`src/rtl/ascon_pkg.sv`:
```
// Shared definitions for the round-constant sequencer: the default schedule
// length, the controller state type and the constant formula.
package ascon_pkg;

    localparam int MAX_ROUNDS_DEFAULT = 12;

    typedef enum logic [1:0] {
        ST_IDLE = 2'd0,
        ST_RUN  = 2'd1,
        ST_DONE = 2'd2
    } state_t;

    // Constant for schedule index idx: high nibble counts down while the low nibble counts up
    function automatic logic [7:0] round_const(input logic [3:0] idx);
        return {4'hF - idx, idx};
    endfunction

endpackage

```
`src/rtl/round_const_rom.sv`:
```
// Combinational lookup from the 4-bit schedule index to the 8-bit round constant.
module round_const_rom
    import ascon_pkg::*;
(
    input  logic [3:0] idx,
    output logic [7:0] rc
);

    // Constant table evaluated from the shared formula
    always_comb begin
        rc = round_const(idx);
    end

endmodule

```
`src/rtl/round_const_seq.sv`:
```
// Round-constant sequencer: walks the tail of the constant schedule for a
// requested round count and XORs each constant into the x2 lane.
module round_const_seq
    import ascon_pkg::*;
#(
    parameter int LANE_W     = 64,
    parameter int MAX_ROUNDS = MAX_ROUNDS_DEFAULT
) (
    input  logic              clk,
    input  logic              rst,
    input  logic              start,
    input  logic [3:0]        rounds,
    input  logic              hold,
    input  logic [LANE_W-1:0] x2_in,
    output logic [LANE_W-1:0] x2_out,
    output logic [7:0]        const_out,
    output logic [3:0]        round_idx,
    output logic              out_valid,
    output logic              last,
    output logic              busy,
    output logic              done,
    output logic              err
);

    localparam logic [4:0] MAX_R = 5'(MAX_ROUNDS);

    state_t     state_r;
    logic [3:0] rounds_r;
    logic [3:0] base_r;
    logic [3:0] i_r;
    logic [3:0] const_idx_s;
    logic [7:0] rc_s;
    logic       rounds_ok_s;
    logic       last_round_s;

    // Shorter permutations use the tail of the schedule, so the index is offset by base
    always_comb begin
        const_idx_s  = base_r + i_r;
        rounds_ok_s  = (rounds != 4'd0) && ({1'b0, rounds} <= MAX_R);
        last_round_s = (i_r == (rounds_r - 4'd1));
    end

    round_const_rom u_rom (
        .idx (const_idx_s),
        .rc  (rc_s)
    );

    // Controller and registered outputs
    always_ff @(posedge clk) begin
        if (rst) begin
            state_r   <= ST_IDLE;
            rounds_r  <= 4'd0;
            base_r    <= 4'd0;
            i_r       <= 4'd0;
            x2_out    <= '0;
            const_out <= 8'd0;
            round_idx <= 4'd0;
            out_valid <= 1'b0;
            last      <= 1'b0;
            busy      <= 1'b0;
            done      <= 1'b0;
            err       <= 1'b0;
        end else begin
            out_valid <= 1'b0;
            last      <= 1'b0;
            done      <= 1'b0;
            err       <= 1'b0;
            case (state_r)
                ST_IDLE: begin
                    if (start) begin
                        if (rounds_ok_s) begin
                            rounds_r <= rounds;
                            i_r      <= 4'd0;
                            base_r   <= 4'(MAX_R - {1'b0, rounds});
                            busy     <= 1'b1;
                            state_r  <= ST_RUN;
                        end else begin
                            err <= 1'b1;
                        end
                    end
                end
                ST_RUN: begin
                    // A stall leaves the data outputs and the round counter untouched
                    if (!hold) begin
                        x2_out    <= x2_in ^ LANE_W'(rc_s);
                        const_out <= rc_s;
                        round_idx <= i_r;
                        out_valid <= 1'b1;
                        i_r       <= i_r + 4'd1;
                        if (last_round_s) begin
                            last    <= 1'b1;
                            state_r <= ST_DONE;
                        end
                    end
                end
                ST_DONE: begin
                    done    <= 1'b1;
                    busy    <= 1'b0;
                    state_r <= ST_IDLE;
                end
                default: begin
                    busy    <= 1'b0;
                    state_r <= ST_IDLE;
                end
            endcase
        end
    end

endmodule

```
`config.mk`:
```
export PLATFORM = sky130hd
export DESIGN_NAME = round_const_seq
export DESIGN_NICKNAME = d
export VERILOG_FILES = /design/src/rtl/ascon_pkg.sv /design/src/rtl/round_const_rom.sv /design/src/rtl/round_const_seq.sv
export SDC_FILE = /design/constraint.sdc
export NUM_CORES = 1
export LEC_CHECK = 0
export CAP_MARGIN = 20
export CELL_PAD_IN_SITES_DETAIL_PLACEMENT = 0
export CELL_PAD_IN_SITES_GLOBAL_PLACEMENT = 1
export CORE_MARGIN = 1.5
export CORE_UTILIZATION = 30
export CTS_BUF_LIST = sky130_fd_sc_hd__clkbuf_8 sky130_fd_sc_hd__clkbuf_16
export DETAILED_ROUTE_END_ITERATION = 6
export GPL_TIMING_DRIVEN = 1
export PLACE_DENSITY = 0.81
export SKIP_LAST_GASP = 1
export SLEW_MARGIN = 20
export SYNTH_ARGS = -nofsm -noshare
export SYNTH_HDL_FRONTEND = slang
export SYNTH_SLANG_ARGS = --single-unit
```
`constraint.sdc`:
```
create_clock -name clk -period 2.6 [get_ports clk]
set_input_delay 0.52 -clock clk [delete_from_list [all_inputs] [get_ports clk]]
set_output_delay 0.52 -clock clk [all_outputs]
set_load 0.03 [all_outputs]
```
After elaboration in Yosys (flattened, before gate mapping)
Cells that the tools add are included.
{"block": "op_classes", "add_sub_neg": 5, "magnitude_cmp": 1, "eq_ne": 7, "muxes": 16, "n_bitwise": 5, "n_reduce_logical": 12}
{"operator": "64-bit by 8-bit XOR with 64-bit output", "count": 1}
{"operator": "4-bit two-way mux", "count": 3}
{"operator": "2-bit two-way mux", "count": 4}
{"operator": "2-bit inequality test, second input constant", "count": 4}
{"operator": "4-bit one-hot mux with 2 select lines", "count": 1}
{"operator": "4-bit AND reduction", "count": 2}
{"operator": "4-bit subtractor, first input constant", "count": 2}
{"operator": "1-bit two-way mux", "count": 6}
{"operator": "3-bit AND reduction", "count": 2}
{"operator": "3-bit OR reduction", "count": 2}
{"operator": "4-bit by 1-bit adder with 4-bit output, second input constant", "count": 1}
{"operator": "4-bit adder", "count": 1}
{"operator": "4-bit equality test", "count": 1}
{"operator": "4-bit less-or-equal comparator, second input constant", "count": 1}
{"operator": "1-bit inverter", "count": 4}
{"operator": "2-bit one-hot mux with 2 select lines", "count": 1}
{"operator": "4-bit nonzero test", "count": 1}
{"operator": "4-bit by 1-bit subtractor with 4-bit output, second input constant", "count": 1}
{"operator": "2-bit by 1-bit equality test with 1-bit output, second input constant", "count": 1}
{"operator": "2-bit equality test, second input constant", "count": 1}
{"operator": "2-bit zero test", "count": 1}
{"operator": "1-bit one-hot mux with 2 select lines", "count": 1}
{"operator": "2-bit AND reduction", "count": 1}
{"operator": "2-bit nonzero test", "count": 1}
{"operator": "2 further kinds", "count": 2}
{"block": "word_totals", "reg_bits": 95, "in_bits": 72, "output_inout_bits": 81, "elab_cells": 58}

Logic depth before layout (Yosys ltp)
{"block": "logic_depth", "ltp_word": 5, "ltp_mapped": 7, "ltp_nobuf": 6}

By module
A second synthesis with hierarchy kept.
{"block": "unflattened", "hier_cells": 442, "hier_area_um2": 3634.7}
{"mod": "round_const_seq", "n_inst": 1, "cells_each": 434, "area_per_inst_um2": 3589.7, "seq_area_each_um2": 1881.8}
{"mod": "round_const_rom", "n_inst": 1, "cells_each": 8, "area_per_inst_um2": 45.0, "seq_area_each_um2": 0.0}

Least setup slack after synthesis
OpenSTA, ideal clock, no wires.
{"block": "synth_timing", "path_type": "input to register", "from": "input port rounds[0]", "to": "register i_r[1]", "setup_time_ps": 128, "arrival_ps": 1747, "required_ps": 2472, "path_slack_ps": 726, "cell_stages": 7, "n_path_buf": 1, "cell_sequence": "inv_1 ha_1 and3b_1 a2111o_1 buf_2 a31oi_1 nor2_1"}
{"block": "synth_via", "elab_chain_len": 4, "word_cells_on_any_way": 5, "cone_classes": "1 x order compare; 1 x eq/ne; 3 x reduce/logical"}
{"element": "from (decl)", "line": "round_const_seq.sv:12", "text": "input logic [3:0] rounds,"}
{"element": "4-bit less-or-equal comparator or 4-bit nonzero test (tied branches)", "line": "round_const_seq.sv:39", "text": "rounds_ok_s = (rounds != 4'd0) && ({1'b0, rounds} <= MAX_R);"}
{"element": "1-bit logical AND *", "line": "round_const_seq.sv:39"}
{"element": "2-bit inequality test (no source line) *"}
{"element": "4-bit AND reduction (no source line) *"}
{"element": "to (signal assigned)", "line": "round_const_seq.sv:89", "text": "i_r <= i_r + 4'd1;"}
{"element": "to (decl)", "line": "round_const_seq.sv:30", "text": "logic [3:0] i_r;"}
Mark *: on every way between the ends. The rest lies on a longest branch, timed or not.
A chain may end at the register's enable or synchronous reset.

Worst setup path in the final report
Ends and elaborated chain as after synthesis.

==> Implementation_results.wiki <==
{| class="wikitable"
! Metric !! Value
|-
| Run status || finished, violations left
|-
| Violations in the final reports || DRC
|-
| P&R area growth vs syn || 53.87%
|-
| Startpoint of the tightest hold check path || x2_out[42]$_SDFFE_PP0P_
|-
| Cell at the root of the clock tree || sky130_fd_sc_hd__clkbuf_16
|-
| Synthesized cell area || 0.003586 mm2
|-
| Clock input transition at the sequential cells of the worst setup and hold paths || 0.06 ns
|-
| Peak supply drop || 0.2746 mV
|-
| Via count of the routed design || 3336
|-
| Setup repair after global routing missed its margin || no
|-
| Largest net degree at the start of global routing || 65
|-
| Worst setup path startpoint || rounds[0]
|-
| Number of detailed-routing iterations run before antenna repair || 7
|-
| Final setup vio count || 0
|-
| Post-route minimum period || 2.127 ns
|-
| Final sum of negative setup slack || 0 ns
|-
| Kind of critical path || in2reg
|-
| Number of hold buffers added after cts || 0
|-
| Chip width || 112.3 um
|-
| Path category of the worst min-delay check || reg2reg
|-
| Share of the clock period used by the worst path || 81.82%
|-
| Ratio of cells with drive above 1 in the final layout || 4.720%
|-
| Clock Latency Late Sink || 0.34 ns
|-
| Overall overflow remaining after global route || 0
|-
| Clk_skew || 0.006524 ns
|-
| Kind of capture point of the worst setup path || register
|-
| Total nets after synthesis || 506
|-
| Critical path data required time || 2.82 ns
|-
| Maximum achievable frequency || 0.4700 GHz
|-
| Clock net sink count || 94
|-
| Tot GR Track Use || 15.47%
|-
| Final routed DRC violation total || 14
|-
| Vertical die dimension || 112.3 um
|-
| Yosys warnings || 0
|-
| Crit start category || input port
|-
| HPWL after detailed placement || 6.713 mm
|-
| Vias in the first global route || 3175
|-
| Overall die area || 0.01262 mm2
|-
| Worst reg2reg path startpoint || i_r[2]$_SDFFE_PP0P_
|-
| Transition time at the pin with the least slew margin || 0.6706 ns
|-
| Placeable core region || 0.01152 mm2
|-
| IO buf count || 152
|-
| Library cell with the largest summed area after synthesis || sky130_fd_sc_hd__dfxtp_1
|-
| Number of vias per cell || 4.666
|-
| Cell types occupying the most area after synthesis || sky130_fd_sc_hd__dfxtp_1 52%, sky130_fd_sc_hd__nand2_1 14%, sky130_fd_sc_hd__a21oi_1 10%
|-
| Standard-cell row count || 39
|-
| I/O pins || 153
|-
| Count of different cell masters after synthesis || 34
|-
| ANT cells || 0
|-
| Crit path max fanout || 12
|-
| TritonCTS clock tree || done
|-
| Mean routed wirelength per cell || 13.31 um
|-
| Power per cell area || 616.4 mW/mm2
|-
| Static leakage || 2.052 nW
|-
| Cell count after synthesis || 427
|-
| Antenna violations before repair || 0
|-
| Area fraction of the dominant cell type after synthesis || 52.48%
|-
| Routed WL || 9.520 mm
|-
| Post-layout utilization of the core || 47.91%
|-
| Post-DRT Antenna Nets || 0
|-
| Hold Vio Cnt, Final || 0
|-
| Global-route wire length before repair || 15.41 mm
|-
| Number of nets in the finished design || 646
|-
| Cts repair resizes || 0
|-
| Depth of the CTS H-tree || 3
|-
| Post-synthesis sequential area ratio || 52.48%
|-
| Post-Route Hold Slack || 0.4521 ns
|-
| Max Slew Vio Count || 0
|-
| Total setup buffers inserted after CTS || 0
|-
| Number of clock buffers inserted by TritonCTS || 9
|-
| # Max-Cap Violations || 0
|-
| Flop and latch count out of synthesis || 94
|-
| Drt initial violations || 282
|-
| Post-Syn Area per Cell || 8.398 um2
|-
| Worst slew margin relative to its limit || 55.30%
|-
| Routability congestion estimate from global placement || 0.8107
|-
| CP Data Arrival Time || 2.35 ns
|-
| Clock Path Buffers || 2
|-
| Initial core utilization || 31.14%
|}
-- worst max-delay path: stages --
cell                              delay [ns]
sky130_fd_sc_hd__clkdlybuf4s50_1        0.44
sky130_fd_sc_hd__inv_1                  0.07
sky130_fd_sc_hd__ha_1                   0.22
sky130_fd_sc_hd__and3b_1                0.21
sky130_fd_sc_hd__a2111o_1               0.58
sky130_fd_sc_hd__a31oi_1                0.25
sky130_fd_sc_hd__nor2_1                 0.05
-- layout by cell type (no fill, tap or decap), drive strengths merged --
| cell | instances |
|---|---|
| xnor2 | 7 |
| a2111o | 1 |
| clkinv | 3 |
| dfxtp | 94 |
| and3b | 2 |
| a311o | 2 |
| a21o | 1 |
| fa | 1 |
| nor3 | 6 |
| nand4 | 2 |
| nor4 | 1 |
| buf | 7 |
| nand3 | 1 |
| a311oi | 1 |
| a31oi | 1 |
| mux2i | 7 |
| bufinv | 1 |
| nor3b | 4 |
| inv | 7 |
| a21oi | 73 |
| and3 | 1 |
| and2 | 2 |
| clkdlybuf4s50 | 151 |
| xor2 | 10 |
| a211oi | 4 |
| or3b | 1 |
| nor2 | 25 |
| nand2 | 132 |
| clkbuf | 11 |
| or3 | 1 |
| xor3 | 1 |
| o21ai | 2 |
| nand2b | 2 |
| a2111oi | 1 |
| ha | 6 |
-- final timing paths --
kind                                                 to  slack [ns]  cells past startpoint
worst min register to register  x2_out[42]$_SDFFE_PP0P_        0.45                      2
worst max register to register   x2_out[3]$_SDFFE_PP0P_        0.57                      5
worst min-delay path            x2_out[42]$_SDFFE_PP0P_        0.45                      2
worst max-delay path                i_r[1]$_SDFFE_PP0P_        0.47                      7
-- through the flow --
step	total power, mW	instances	instance area (um2)	setup WS (ns)
finish	3.401	715	5518	0.4726
global route	3.572	715	5518	0.3758
CTS	3.464	715	5518	0.4955
detailed placement	2.126	699	5216	0.1217
global placement	2.118	699	5216	0.1732
floorplan	1.861	427	3586	0.7258
-- logic make-up after synthesis --
family / share of synthesized area [%]
and+or+nand+nor: 20.83
DFF: 52.48
AOI/OAI and AO/OA: 13.26
buffers and inverters: 4.013
xor gates and xnor gates: 4.815
muxes: 1.954
adders and majority gates: 2.652
-- cell type report --
cell class	count	area [um2]
fillers	1132	5998
clock buffers	11	252.7
flip-flops and latches	94	1882
inverters	6	22.52
repair buffers	158	1564
clock inverters	5	48.80
well taps	143	178.9
multi-input cells	298	1569
-- state kept, by name (all words and copies together), names as in the netlist --
register   flops
out_valid      1
i_r            4
state_r        2
base_r         3
rounds_r       4
done           1
round_idx      4
busy           1
const_out      8
err            1
last           1
x2_out        64
-- where the power goes --
part / switching, mW / internal [mW]
combinational: 0.289 / 0.262
sequential: 0.0357 / 1.50
clock: 0.524 / 0.789
total: 0.848 / 2.55
-- cell usage after synthesis --
cell	instances
sky130_fd_sc_hd__a2111o_1	1
sky130_fd_sc_hd__a311o_1	1
sky130_fd_sc_hd__clkbuf_1	19
sky130_fd_sc_hd__a31oi_1	1
sky130_fd_sc_hd__or3b_2	1
sky130_fd_sc_hd__a211oi_1	4
sky130_fd_sc_hd__a311o_2	1
sky130_fd_sc_hd__nand3_1	1
sky130_fd_sc_hd__o21ai_0	2
sky130_fd_sc_hd__xor3_1	1
sky130_fd_sc_hd__mux2i_1	7
sky130_fd_sc_hd__nand2b_1	2
sky130_fd_sc_hd__nor3_1	6
sky130_fd_sc_hd__a2111oi_2	1
sky130_fd_sc_hd__xnor2_1	7
sky130_fd_sc_hd__inv_1	6
sky130_fd_sc_hd__and3_1	1
sky130_fd_sc_hd__or3_4	1
sky130_fd_sc_hd__and2_1	2
sky130_fd_sc_hd__nor2_1	25
sky130_fd_sc_hd__and3b_1	2
sky130_fd_sc_hd__fa_1	1
sky130_fd_sc_hd__a311oi_1	1
sky130_fd_sc_hd__nand4_1	2
sky130_fd_sc_hd__nor3b_2	1
sky130_fd_sc_hd__buf_2	10
sky130_fd_sc_hd__a21oi_1	73
sky130_fd_sc_hd__a21o_1	1
sky130_fd_sc_hd__nor4_1	1
sky130_fd_sc_hd__nand2_1	132
sky130_fd_sc_hd__nor3b_1	3
sky130_fd_sc_hd__ha_1	6
sky130_fd_sc_hd__dfxtp_1	94
sky130_fd_sc_hd__xor2_1	10
-- metal layers --
metal	vias up	routed length [um]	global-route usage (%)
met1	1533	4056	18.16
li1	1678	-	-
met5	-	0	0
met4	0	221	6.329
met3	13	727	5.184
met2	112	4515	26.05
No activity file was read; power rests on OpenSTA's default activity.
